## src/rtl/mnist_proto_pkg.sv

```systemverilog
// Shared constants, state encoding and helpers for the
// framed MNIST UART request/response protocol.
package mnist_proto_pkg;

   typedef enum logic [2:0] {
      S_IDLE,
      S_RECV,
      S_CHK,
      S_WAIT,
      S_SEND
   } state_t;

   localparam logic [7:0] ST_OK       = 8'h00;
   localparam logic [7:0] ST_BADSUM   = 8'h01;
   localparam logic [7:0] ST_TIMEOUT  = 8'h02;
   localparam logic [7:0] CLS_INVALID = 8'hFF;
   localparam logic [7:0] DEF_REQ_HDR = 8'hAA;
   localparam logic [7:0] DEF_RSP_HDR = 8'h55;

   function automatic logic [7:0] sat_inc(input logic [7:0] v);
      return (v == 8'hFF) ? v : v + 8'd1;
   endfunction

endpackage

```

## src/rtl/mnist_rsp_sender.sv

```systemverilog
// Paced response transmitter: emits up to three loaded bytes,
// one tx_flag strobe every BYTE_GAP_CYC cycles.
module mnist_rsp_sender #(
   parameter int BYTE_GAP_CYC = 4600
) (
   input  logic       clk,
   input  logic       rst_n,
   input  logic       load,
   input  logic [7:0] b0,
   input  logic [7:0] b1,
   input  logic [7:0] b2,
   input  logic [1:0] len,
   output logic [7:0] tx_data,
   output logic       tx_flag,
   output logic       done
);

   localparam logic [31:0] GAP_RLD = 32'(BYTE_GAP_CYC - 1);

   logic [7:0]  b1_q;
   logic [7:0]  b2_q;
   logic [1:0]  len_q;
   logic [1:0]  idx;
   logic [31:0] gap;
   logic        active;

   // done fires on the last cycle of the trailing gap
   assign done = active && (gap == '0) && (idx == len_q);

   always_ff @(posedge clk or negedge rst_n) begin
      if (!rst_n) begin
         tx_data <= '0;
         tx_flag <= 1'b0;
         b1_q    <= '0;
         b2_q    <= '0;
         len_q   <= '0;
         idx     <= '0;
         gap     <= '0;
         active  <= 1'b0;
      end else begin
         tx_flag <= 1'b0;
         if (load) begin
            tx_data <= b0;
            tx_flag <= 1'b1;
            b1_q    <= b1;
            b2_q    <= b2;
            len_q   <= len;
            idx     <= 2'd1;
            gap     <= GAP_RLD;
            active  <= 1'b1;
         end else if (active) begin
            if (gap == '0) begin
               if (idx == len_q) begin
                  active <= 1'b0;
               end else begin
                  tx_flag <= 1'b1;
                  idx     <= idx + 2'd1;
                  gap     <= GAP_RLD;
               end
            end else begin
               gap <= gap - 32'd1;
               // present the next byte one cycle ahead of its strobe
               if (gap == 32'd1 && idx != len_q)
                  tx_data <= (idx == 2'd1) ? b1_q : b2_q;
            end
         end
      end
   end

endmodule

```

## src/rtl/mnist_uart_frame_ctrl.sv

```systemverilog
// Framed request/response controller between the UART and the
// MNIST core: validates pixel frames and returns a paced result.
module mnist_uart_frame_ctrl
   import mnist_proto_pkg::*;
#(
   parameter int          IMG_PIXELS      = 784,
   parameter int          RAW_MODE        = 0,
   parameter logic [7:0]  REQ_HDR         = DEF_REQ_HDR,
   parameter logic [7:0]  RSP_HDR         = DEF_RSP_HDR,
   parameter int          RX_TIMEOUT_CYC  = 5_000_000,
   parameter int          RES_TIMEOUT_CYC = 50_000_000,
   parameter int          BYTE_GAP_CYC    = 4600
) (
   input  logic       sys_clk,
   input  logic       sys_rst_n,
   input  logic [7:0] rx_data,
   input  logic       rx_flag,
   output logic [7:0] pix_data,
   output logic       pix_valid,
   output logic       core_start,
   input  logic [3:0] result,
   input  logic       result_valid,
   output logic [7:0] tx_data,
   output logic       tx_flag,
   output logic [3:0] disp_num,
   output logic       busy,
   output logic [7:0] err_cnt
);

   localparam logic [15:0] LAST_PIX = 16'(IMG_PIXELS - 1);
   localparam logic [31:0] RX_RLD   = 32'(RX_TIMEOUT_CYC - 1);
   localparam logic [31:0] RES_RLD  = 32'(RES_TIMEOUT_CYC - 1);
   localparam bit          RAW      = (RAW_MODE != 0);

   state_t      state;
   logic [15:0] pix_cnt;
   logic [7:0]  sum;
   logic [31:0] tmo;
   logic        match;
   logic        res_hit;
   logic        res_tmo;
   logic        good;
   logic        load;
   logic        done;
   logic [7:0]  cls;
   logic [7:0]  status;

   assign busy    = (state != S_IDLE);
   assign res_hit = (state == S_WAIT) && result_valid;
   assign res_tmo = (state == S_WAIT) && !result_valid && (tmo == '0);
   assign load    = res_hit || res_tmo;
   assign good    = res_hit && (RAW || match);
   assign cls     = good ? {4'h0, result} : CLS_INVALID;
   assign status  = res_tmo ? ST_TIMEOUT : (good ? ST_OK : ST_BADSUM);

   mnist_rsp_sender #(
      .BYTE_GAP_CYC(BYTE_GAP_CYC)
   ) u_sender (
      .clk    (sys_clk),
      .rst_n  (sys_rst_n),
      .load   (load),
      .b0     (RAW ? cls : RSP_HDR),
      .b1     (cls),
      .b2     (status),
      .len    (RAW ? 2'd1 : 2'd3),
      .tx_data(tx_data),
      .tx_flag(tx_flag),
      .done   (done)
   );

   always_ff @(posedge sys_clk or negedge sys_rst_n) begin
      if (!sys_rst_n) begin
         state      <= S_IDLE;
         pix_cnt    <= '0;
         sum        <= '0;
         tmo        <= '0;
         match      <= 1'b0;
         pix_data   <= '0;
         pix_valid  <= 1'b0;
         core_start <= 1'b0;
         disp_num   <= '0;
         err_cnt    <= '0;
      end else begin
         pix_valid  <= 1'b0;
         core_start <= 1'b0;
         unique case (state)
            S_IDLE: begin
               if (rx_flag && (RAW || rx_data == REQ_HDR)) begin
                  core_start <= 1'b1;
                  sum        <= '0;
                  pix_cnt    <= '0;
                  tmo        <= RX_RLD;
                  state      <= S_RECV;
                  // legacy mode: the opening byte is already pixel 0
                  if (RAW) begin
                     pix_valid <= 1'b1;
                     pix_data  <= rx_data;
                     pix_cnt   <= 16'd1;
                     if (LAST_PIX == '0) begin
                        state <= S_WAIT;
                        tmo   <= RES_RLD;
                     end
                  end
               end
            end
            S_RECV: begin
               if (rx_flag) begin
                  pix_valid <= 1'b1;
                  pix_data  <= rx_data;
                  sum       <= sum + rx_data;
                  pix_cnt   <= pix_cnt + 16'd1;
                  tmo       <= RX_RLD;
                  if (pix_cnt == LAST_PIX) begin
                     if (RAW) begin
                        state <= S_WAIT;
                        tmo   <= RES_RLD;
                     end else begin
                        state <= S_CHK;
                     end
                  end
               end else if (tmo == '0) begin
                  state   <= S_IDLE;
                  err_cnt <= sat_inc(err_cnt);
               end else begin
                  tmo <= tmo - 32'd1;
               end
            end
            S_CHK: begin
               if (rx_flag) begin
                  match <= (rx_data == sum);
                  state <= S_WAIT;
                  tmo   <= RES_RLD;
               end else if (tmo == '0) begin
                  state   <= S_IDLE;
                  err_cnt <= sat_inc(err_cnt);
               end else begin
                  tmo <= tmo - 32'd1;
               end
            end
            S_WAIT: begin
               if (load) begin
                  state <= S_SEND;
                  if (good)
                     disp_num <= result;
                  else
                     err_cnt <= sat_inc(err_cnt);
               end else begin
                  tmo <= tmo - 32'd1;
               end
            end
            S_SEND: begin
               if (done)
                  state <= S_IDLE;
            end
            default: state <= S_IDLE;
         endcase
      end
   end

endmodule

```

## config.mk

```make
export PLATFORM = sky130hd
export DESIGN_NAME = mnist_uart_frame_ctrl
export DESIGN_NICKNAME = d
export VERILOG_FILES = /design/src/rtl/mnist_proto_pkg.sv /design/src/rtl/mnist_rsp_sender.sv /design/src/rtl/mnist_uart_frame_ctrl.sv
export SDC_FILE = /design/constraint.sdc
export NUM_CORES = 1
export LEC_CHECK = 0
export ABC_CLOCK_PERIOD_IN_PS = 3820
export BUFFER_PORTS_ARGS = -buffer_cell sky130_fd_sc_hd__buf_2
export CAP_MARGIN = 20
export CELL_PAD_IN_SITES_DETAIL_PLACEMENT = 1
export CELL_PAD_IN_SITES_GLOBAL_PLACEMENT = 2
export CORE_AREA = 3 3 143 145
export CTS_BUF_LIST = sky130_fd_sc_hd__clkbuf_16
export DETAILED_ROUTE_END_ITERATION = 6
export DIE_AREA = 0 0 146 148
export PLACE_DENSITY_LB_ADDON = 0.2
export RECOVER_POWER = 100
export SYNTH_ARGS = -nofsm -noshare
export SYNTH_HDL_FRONTEND = slang
export SYNTH_SLANG_ARGS = --single-unit
```

## constraint.sdc

```tcl
create_clock -name sys_clk -period 3.82 [get_ports sys_clk]
set_input_delay 1.146 -clock sys_clk [delete_from_list [all_inputs] [get_ports sys_clk]]
set_output_delay 1.146 -clock sys_clk [all_outputs]
set_load 0.02 [all_outputs]
```

==> results of run 1 <==
## critical path, cell delays in order, from the launching register on
cell and delay, ns:
dfrtp_1 0.45, or4_1 0.65, or4b_1 0.71, nor4_1 0.64
nand4_1 0.43, or2_0 0.32, a21oi_1 0.14
## flip-flops by register name, summed over array words and instances, names as in the netlist, 3 cells and up
name	flops
tmo	32
u_sender.gap	32
pix_cnt	16
err_cnt	8
pix_data	8
sum	8
u_sender.tx_data	6
u_sender.b1_q	5
disp_num	4
state	3
## worst paths after layout
check	from	end	slack, ns	depth (start not counted)
worst max-delay path	u_sender.gap[20]$_DFFE_PN0P_	u_sender.idx[1]$_DFFE_PN0P_	0.39	6
worst min-delay path	pix_data[4]$_DFFE_PN0P_	pix_data[4]$_DFFE_PN0P_	0.48	2
worst max register to register	u_sender.gap[20]$_DFFE_PN0P_	u_sender.idx[1]$_DFFE_PN0P_	0.39	6
worst min register to register	pix_data[4]$_DFFE_PN0P_	pix_data[4]$_DFFE_PN0P_	0.48	2
max in group asynchronous	sys_rst_n	u_sender.b2_q[1]$_DFFE_PN0N_	0.72	2
min in group asynchronous	sys_rst_n	tmo[6]$_DFFE_PN0P_	1.15	1
## cell usage in the layout, fill, tap and decap left out, drive strengths merged, types with 5 or more instances in the layout
master and n:
a21o 6, a21oi 45, a31oi 12, and2 5
and3 11, buf 31, clkbuf 62, dfrtp 132
ha 15, inv 30, mux2 7, nand2 85
nand2b 7, nand3 46, nand3b 5, nand4 16
nor2 66, nor3 24, nor4 23, o21a 7
o21ai 62, o22a 6, o31ai 20, o41ai 7
or3 27, or4 13, xnor2 23, xor2 11
## power groups by stage
| stage | Clock (uW) | Combinational (uW) | Sequential [uW] |
|---|---|---|---|
| 5_1_grt | 1760 | 2720 | 2180 |
| 3_3_place_gp | 0 | 2400 | 2110 |
| 4_1_cts | 1690 | 2500 | 2110 |
| 3_5_place_dp | 0 | 2490 | 2130 |
| 2_1_floorplan | 0 | 1700 | 2070 |
| 6_report | 1660 | 2430 | 2120 |
## per-layer routing
metal | routed length (um) | GRT usage
met5 | 0 | 0
met4 | 391 | 0.06726
met3 | 827 | 0.03433
met2 | 10810 | 0.3510
met1 | 10360 | 0.2902
## layout make-up
class / instances / area, um2
well taps: 265 / 331.6
fillers: 2306 / 10800
clock buffers: 17 / 425.4
flip-flops and latches: 132 / 3303
repair buffers: 76 / 376.6
clock inverters: 15 / 163.9
multi-input cells: 618 / 3856
inverters: 22 / 82.58
## stage by stage
stage	utilization	setup slack (ns)	hold WS, ns	instances	total power, uW
final	0.4417	0.3930	0.4812	1145	6203
after global routing	0.4417	0.1774	0.5162	1145	6659
after CTS	0.4497	0.5509	0.4855	1145	6301
after detailed placement	0.4192	0.4717	0.4669	1113	4619
after global placement	0.4192	0.4947	0.4517	1113	4511
after floorplan	-	0.9909	0.4460	805	3773
## cells by family after synthesis
logic type                 synth area share
AOI/OAI and AO/OA                    0.1883
xor gates and xnor gates            0.03991
adders and majority gates           0.02784
buffers and inverters               0.03287
DFF                                  0.4427
muxes                               0.01593
and+or+nand+nor                      0.2524
==> impl_metrics.json, run 1 <==
{
  "status": "complete, but fails checks",
  "failed_checks": "capacitance limit, slew limit",
  "place_congestion": 0.8855,
  "design_area_um2": 8539,
  "vias_per_cell": 5.822,
  "antenna_left": 0,
  "fmax_ghz": 0.2918,
  "finalCritPeriodShare": 0.8971,
  "numCtsBuffers": 17,
  "wl_per_cell_um": 19.55,
  "grt_pass1_wl_mm": 37.82,
  "ys_warn_count": 0,
  "ys_ff_latch": 132,
  "firstDrtPassIters": 4,
  "maxSlewViolCount": 61,
  "synthFlopType": "dfrtp_1",
  "num_io_pins": 48,
  "synth_area_um2": 7461,
  "die_x_um": 146,
  "post_cts_buffers": 0,
  "end_kind": "flop",
  "path_clk_slew_ns": 0.07,
  "syn-num-nets": 837,
  "final_nets": 899,
  "worstMarginPinSlew_ns": 1.649,
  "cp.required_ns": 4.16,
  "grt_usage": 0.2132,
  "portBuffers": 47,
  "drc": 0,
  "combPwrFrac": 0.392,
  "rsz0062_at_grt": "false",
  "cts-htree-levels": 4,
  "cp-start-kind": "flop",
  "maxSlewHeadroom": -0.09923,
  "leakage_uw": 0.003583,
  "synthArstFlopShare": 1.000,
  "cts_root_buf": "clkbuf_16",
  "grt_overflow": 0,
  "synth_edf_count": 0,
  "drt_iter0_markers": 399,
  "holdCritPathClass": "reg -> reg",
  "die_h_um": 148,
  "syn2layout_area_growth_pct": 14.46,
  "core_um2": 19330,
  "grt_antenna_before_repair": 0,
  "drt_wl_total_mm": 22.38,
  "period_needed_ns": 3.427,
  "p_int_uw": 3539,
  "crit_type": "reg -> reg",
  "hpwl_mm": 15.88,
  "die_area_um2": 21610,
  "drive_gt1_frac": 0.1068,
  "clock-sinks": 132,
  "drv_cap": 1,
  "clk-insertion-delay-late_ns": 0.42,
  "cts_buffer_depth": 2,
  "vias": 6666,
  "grt_max_degree": 74,
  "hold_viol": 0,
  "power_frac_clock": 0.267,
  "yosysTopAreaCell": "dfrtp_1",
  "syn-mean-instance-area_um2": 9.268,
  "crit_arrival_ns": 3.77,
  "critPathMaxFanout": 8,
  "start_util": 0.3859,
  "vdd_drop_max_mv": 0.3277,
  "power_density_nw_per_um2": 726.4,
  "synthTopCellsByCount": "dfrtp_1 (132), nand2_1 (85), nor2_1 (66)",
  "switching_share": 0.4295,
  "power_switching_uw": 2664,
  "setup_tns_ns": 0,
  "finClkSkew_ns": 0.01191,
  "synth_cells": 805,
  "ctsResizeCount": 0,
  "synthTopCellsByArea": "dfrtp_1 (44%), nand2_1 (4.3%), o21ai_0 (3.6%), nor2_1 (3.3%), nand3_1 (3.1%)",
  "cts_tree": "done",
  "ys_seq_area_frac": 0.4427,
  "yosys.area.top_type_share": 0.4427,
  "num_antenna_cells": 0,
  "holdBufCountCts": 0,
  "synth_cell_types": 76,
  "synth_most_common_cell": "dfrtp_1",
  "placed_area_um2": 8105,
  "grt_pass1_vias": 7107,
  "seq_power_share": 0.341,
  "setup_viol": 0,
  "rows": 51
}
Power figures use the tool's default switching activity.
==> run 2: changes to the inputs <==
- CORE_AREA: 3 3 143 145 -> 3 3 162 164
- DIE_AREA: 0 0 146 148 -> 0 0 165 167
==> run 2 against run 1 <==
The flow still finishes with violations (capacitance limit, slew limit). Cell area rose by 1.4%. Critical path depth did not move. Combinational power barely moved. Wire length is 2.7% higher.
==> impl_metrics.json, run 2 (synthesis gave the netlist of run 1 again) <==
{
  "status": "complete, but fails checks",
  "failed_checks": "capacitance limit, slew limit",
  "drc": 0,
  "maxSlewViolCount": 66,
  "hpwl_mm": 16.43,
  "period_needed_ns": 3.340,
  "crit_type": "reg -> reg",
  "final_util": 0.3459,
  "crit_arrival_ns": 3.63,
  "finClkSkew_ns": 0.01167,
  "clk-insertion-delay-late_ns": 0.42,
  "drive_gt1_frac": 0.1124,
  "mostFrequentLayoutCell": "dfrtp_1",
  "drv_cap": 1,
  "grt_overflow": 0,
  "power_density_nw_per_um2": 717.8,
  "drt_wl_total_mm": 22.98,
  "cp-start-kind": "flop",
  "die_area_um2": 27560,
  "die_x_um": 165,
  "firstDrtPassIters": 5,
  "grt_pass1_wl_mm": 38.22,
  "cts_tree": "done",
  "drt_iter0_markers": 421,
  "start_util": 0.2980,
  "regToRegEndpoint": "u_sender.gap[9]$_DFFE_PN0P_",
  "cts_buffer_depth": 2,
  "rows": 58,
  "wl_per_cell_um": 18.98,
  "worst_path_max_delay_cell": "or4b_1",
  "ctsResizeCount": 0,
  "path_clk_slew_ns": 0.07,
  "dp.cells": 1179,
  "grt_max_degree": 68,
  "setup_viol": 0,
  "grt_antenna_before_repair": 1,
  "maxSlewHeadroom": -0.1855,
  "cts_root_buf": "clkbuf_16",
  "holdCritPathClass": "reg -> reg",
  "die_h_um": 167,
  "vias": 6558,
  "hold_depth": 2,
  "crit_chain": "or4_1 -> or4b_1 -> o31a_1 -> o31ai_4 -> or3_2 -> a21oi_1",
  "vdd_drop_max_mv": 0.2808,
  "hold_end": "pix_data[3]$_DFFE_PN0P_",
  "grt_usage": 0.1734,
  "biggestRegsByFlops": "tmo (32), u_sender.gap (32), pix_cnt (16)",
  "finalCritPeriodShare": 0.8744,
  "final_nets": 900,
  "grt_pass1_vias": 7074,
  "design_power_total_uw": 6217,
  "end_kind": "flop",
  "antenna_left": 0,
  "fmax_ghz": 0.2994,
  "leakage_uw": 0.003558,
  "reg2reg_slack_ns": 0.48,
  "cts-htree-levels": 4,
  "critPathMaxFanout": 15,
  "cp.required_ns": 4.11,
  "fillers": 2931,
  "vias_per_cell": 5.415,
  "setup_tns_ns": 0,
  "timing.rr.start": "u_sender.gap[22]$_DFFE_PN0P_",
  "post_cts_buffers": 0,
  "syn2layout_area_growth_pct": 16.08,
  "instances_no_fill": 1211,
  "core_um2": 25040,
  "clock-sinks": 132,
  "place_congestion": 0.8248,
  "holdCritStartpoint": "pix_data[3]$_DFFE_PN0P_",
  "r2r_cells": 6,
  "layout_common_cells": "dfrtp_1 (132), nand2_1 (85), nor2_1 (66)",
  "num_antenna_cells": 0,
  "worstMarginPinSlew_ns": 1.778,
  "portBuffers": 47,
  "rsz0062_at_grt": "false",
  "hold_viol": 0,
  "numCtsBuffers": 17,
  "holdBufCountCts": 0,
  "slowest_delay_ns": 0.72,
  "num_io_pins": 48
}
run 2: area by class of cell:
class / count / area, um2 / share of cell area
Sequential cell: 132 / 3303 / 0.3814
Timing Repair Buffer: 77 / 399.1 / 0.04608
Clock inverter: 15 / 163.9 / 0.01893
Clock buffer: 17 / 425.4 / 0.04912
Tap cell: 330 / 412.9 / 0.04767
Inverter: 22 / 82.58 / 0.009535
Multi-Input combinational cell: 618 / 3874 / 0.4473
run 2: worst max-delay path by stage:
stage / from / endpoint / cells after the start
finish: u_sender.gap[22]$_DFFE_PN0P_ / u_sender.gap[9]$_DFFE_PN0P_ / 6
floorplan: rx_data[0] / pix_cnt[12]$_DFFE_PN0P_ / 7
global route: u_sender.gap[22]$_DFFE_PN0P_ / u_sender.gap[29]$_DFFE_PN0P_ / 6
detailed placement: rx_data[2] / tmo[19]$_DFFE_PN0P_ / 7
global placement: rx_flag / tmo[23]$_DFFE_PN0P_ / 8
CTS: u_sender.gap[22]$_DFFE_PN0P_ / u_sender.gap[30]$_DFFE_PN0P_ / 7
run 2: power by group:
part           switching, uW  leakage (uW)  internal [uW]  total (uW)
clock                    728      0.000280            927        1650
combinational           1570       0.00161            873        2440
sequential               380       0.00166           1740        2120
total                   2670       0.00356           3540        6220
run 2: through the flow:
stage               hold slack (ns)  setup slack, ns  instance area, um2
detailed placement           0.4680           0.3944                8190
CTS                          0.4841           0.5849                8780
global placement             0.4588           0.4196                8190
floorplan                    0.4460           0.9909                7461
global route                 0.5048           0.3193                8661
finish                       0.4816           0.4798                8661
run 2: layer usage:
layer  part of all wire  track usage  vias to the layer above
met1               0.46       0.2321                     3311
met4              0.015      0.04814                        2
met3              0.031      0.03234                       24
met5            0.00035            0                        -
li1                   -            -                     3120
met2               0.49       0.2856                      101
run 2: worst max-delay path: cells and delay by family (launching register included):
| kind | cells | cell delay [ns] |
|---|---|---|
| simple gates | 3 | 1.65 |
| compound gates | 3 | 1.14 |
| flops | 1 | 0.41 |
==> run 3: changes to the inputs <==
- GPL_TIMING_DRIVEN: not set -> 0
==> run 3 against run 2 <==
The flow still finishes with violations (capacitance limit, slew limit). Worst setup slack got worse by 0.17 ns. Largest cell class unchanged. Combinational power grew 5%. Cell count increased by 0.50%. Global-route usage up 0.053 points. Largest power group unchanged. Flip-flop and latch count unchanged. Power about the same. Non-clock buffer count is 6 higher. First-iteration DRC count shrank 5.5%.
==> impl_metrics.json, run 3 (synthesis gave the netlist of run 1 again) <==
{
  "grt_overflow": 0,
  "fin_hold_ws_ns": 0.4788,
  "vdd_drop_max_mv": 0.3101,
  "crit_cells": 9,
  "drt_iter0_markers": 398,
  "num_io_pins": 48,
  "maxSlewViolCount": 82,
  "cp-start-kind": "flop",
  "core_um2": 25040,
  "biggestRegsByFlops": "tmo (32), u_sender.gap (32), pix_cnt (16)",
  "cts-htree-levels": 4,
  "drv_cap": 2,
  "crit_type": "reg -> reg",
  "end_kind": "flop",
  "maxSlewHeadroom": -0.4162,
  "numCtsBuffers": 17,
  "regToRegEndpoint": "tmo[1]$_DFFE_PN0P_",
  "grt_pass1_wl_mm": 37.97,
  "path_clk_slew_ns": 0.07,
  "num_antenna_cells": 0,
  "worst_path_max_delay_cell": "or4_1",
  "power_density_nw_per_um2": 718.8,
  "leakage_uw": 0.003523,
  "vias_per_cell": 5.282,
  "period_needed_ns": 3.510,
  "finalCritPeriodShare": 0.9188,
  "crit_arrival_ns": 3.82,
  "die_area_um2": 27560,
  "grt_antenna_before_repair": 0,
  "start_util": 0.2980,
  "clk-insertion-delay-late_ns": 0.43,
  "drt_wl_total_mm": 23.11,
  "grt_max_degree": 81,
  "post_cts_buffers": 0,
  "cp.required_ns": 4.13,
  "wl_per_cell_um": 18.99,
  "firstDrtPassIters": 5,
  "slowest_delay_ns": 0.71,
  "finClkSkew_ns": 0.01400,
  "hold_viol": 0,
  "drc": 0,
  "reg2reg_slack_ns": 0.31,
  "critPathCapture": "tmo[1]$_DFFE_PN0P_",
  "grt_pass1_vias": 6745,
  "holdCritPathClass": "reg -> reg",
  "drive_gt1_frac": 0.1082,
  "die_x_um": 165,
  "grt_usage": 0.1739,
  "critPathMaxFanout": 10,
  "final_nets": 906,
  "timing.rr.start": "tmo[0]$_DFFE_PN0P_",
  "r2r_cells": 9,
  "antenna_left": 0,
  "clock-sinks": 132,
  "layout_common_cells": "dfrtp_1 (132), nand2_1 (85), nor2_1 (66)",
  "crit_chain": "inv_1 -> ha_1 -> nor4b_1 -> nand3_1 -> or4_1 -> and3_1 -> clkbuf_1 -> clkbuf_1 -> a22o_1",
  "place_congestion": 0.8127,
  "worstMarginPinSlew_ns": 2.124,
  "critPathTopFamily": "simple AND/OR/NAND/NOR gates",
  "hpwl_mm": 16.58,
  "cts_root_buf": "clkbuf_16",
  "vias": 6428,
  "fmax_ghz": 0.2849,
  "rsz0062_at_grt": "false",
  "cts_tree": "done",
  "failed_checks": "capacitance limit, slew limit",
  "cts_buffer_depth": 2,
  "cp.buffers_inverters": 3,
  "setup_tns_ns": 0,
  "fillers": 2925,
  "portBuffers": 47,
  "mostFrequentLayoutCell": "dfrtp_1",
  "die_h_um": 167,
  "crit_top_cell": "clkbuf_1",
  "status": "complete, but fails checks",
  "startpoint": "tmo[0]$_DFFE_PN0P_",
  "rows": 58,
  "setup_viol": 0,
  "syn2layout_area_growth_pct": 15.97
}
## run 3: changes by cell type in the layout (fill, tap and decap cells not counted), sizes merged
cell	before	now
clkbuf	61	81
clkdlybuf4s25	0	1
buf	33	18
## run 3: layer usage
layer  up-vias  global-route usage  wire, um
li1       3123                   -         -
met1      3205              0.2461     11470
met2        87              0.2792     10870
met3        13             0.03209       611
met4         0             0.03246       149
met5         -                   0         0
## run 3: worst reg2reg max path, cell delays in order, from the launching register on
cell      delay, ns
dfrtp_1        0.39
inv_1          0.11
ha_1           0.16
nor4b_1        0.48
nand3_1        0.41
or4_1          0.72
and3_1         0.20
clkbuf_1       0.26
clkbuf_1       0.38
a22o_1         0.29
## run 3: per-stage QoR
step / util / total power [uW] / area [um2] / std cells / setup WS (ns)
after global placement: 0.3239 / 4640 / 8109 / 1182 / -0.5380
final: 0.3456 / 6219 / 8652 / 1217 / 0.3101
after global routing: 0.3456 / 6719 / 8652 / 1217 / 0.05499
after floorplan: - / 3773 / 7461 / 805 / 0.9909
after detailed placement: 0.3262 / 4676 / 8168 / 1185 / 0.09689
after CTS: 0.3490 / 6331 / 8738 / 1217 / 0.1578
## run 3: final cells by class
class	count	area, um2	share of cell area
tap	330	412.9	0.04772
buffer	33	148.9	0.01721
timing repair buffer	50	211.5	0.02444
multi-input combinational	618	3923	0.4534
inverter	22	82.58	0.009544
clock inverter	15	145.1	0.01678
sequential	132	3303	0.3818
clock buffer	17	425.4	0.04917
## run 3: how the worst min path moves through the flow
stage,slack [ns],start,to,cells after the start
finish,0.48,pix_data[4]$_DFFE_PN0P_,pix_data[4]$_DFFE_PN0P_,2
global route,0.51,pix_data[4]$_DFFE_PN0P_,pix_data[4]$_DFFE_PN0P_,2
CTS,0.48,pix_data[4]$_DFFE_PN0P_,pix_data[4]$_DFFE_PN0P_,2
detailed placement,0.46,pix_data[7]$_DFFE_PN0P_,pix_data[7]$_DFFE_PN0P_,2
global placement,0.46,pix_data[4]$_DFFE_PN0P_,pix_data[4]$_DFFE_PN0P_,2
floorplan,0.45,u_sender.b2_q[0]$_DFFE_PN0N_,u_sender.b2_q[0]$_DFFE_PN0N_,2
## run 3: power breakdown
group	total [uW]	switching, uW	internal [uW]
combinational	2550	1680	865
clock	1630	713	914
sequential	2050	308	1740
total	6220	2700	3520
## run 3: timing repair
| item | 4_1_cts | 5_1_grt |
|---|---|---|
| hold buffers | 0 | 0 |
| endpoints found under the setup margin | 0 | 8 |
| gates resized for setup | 0 | 3 |
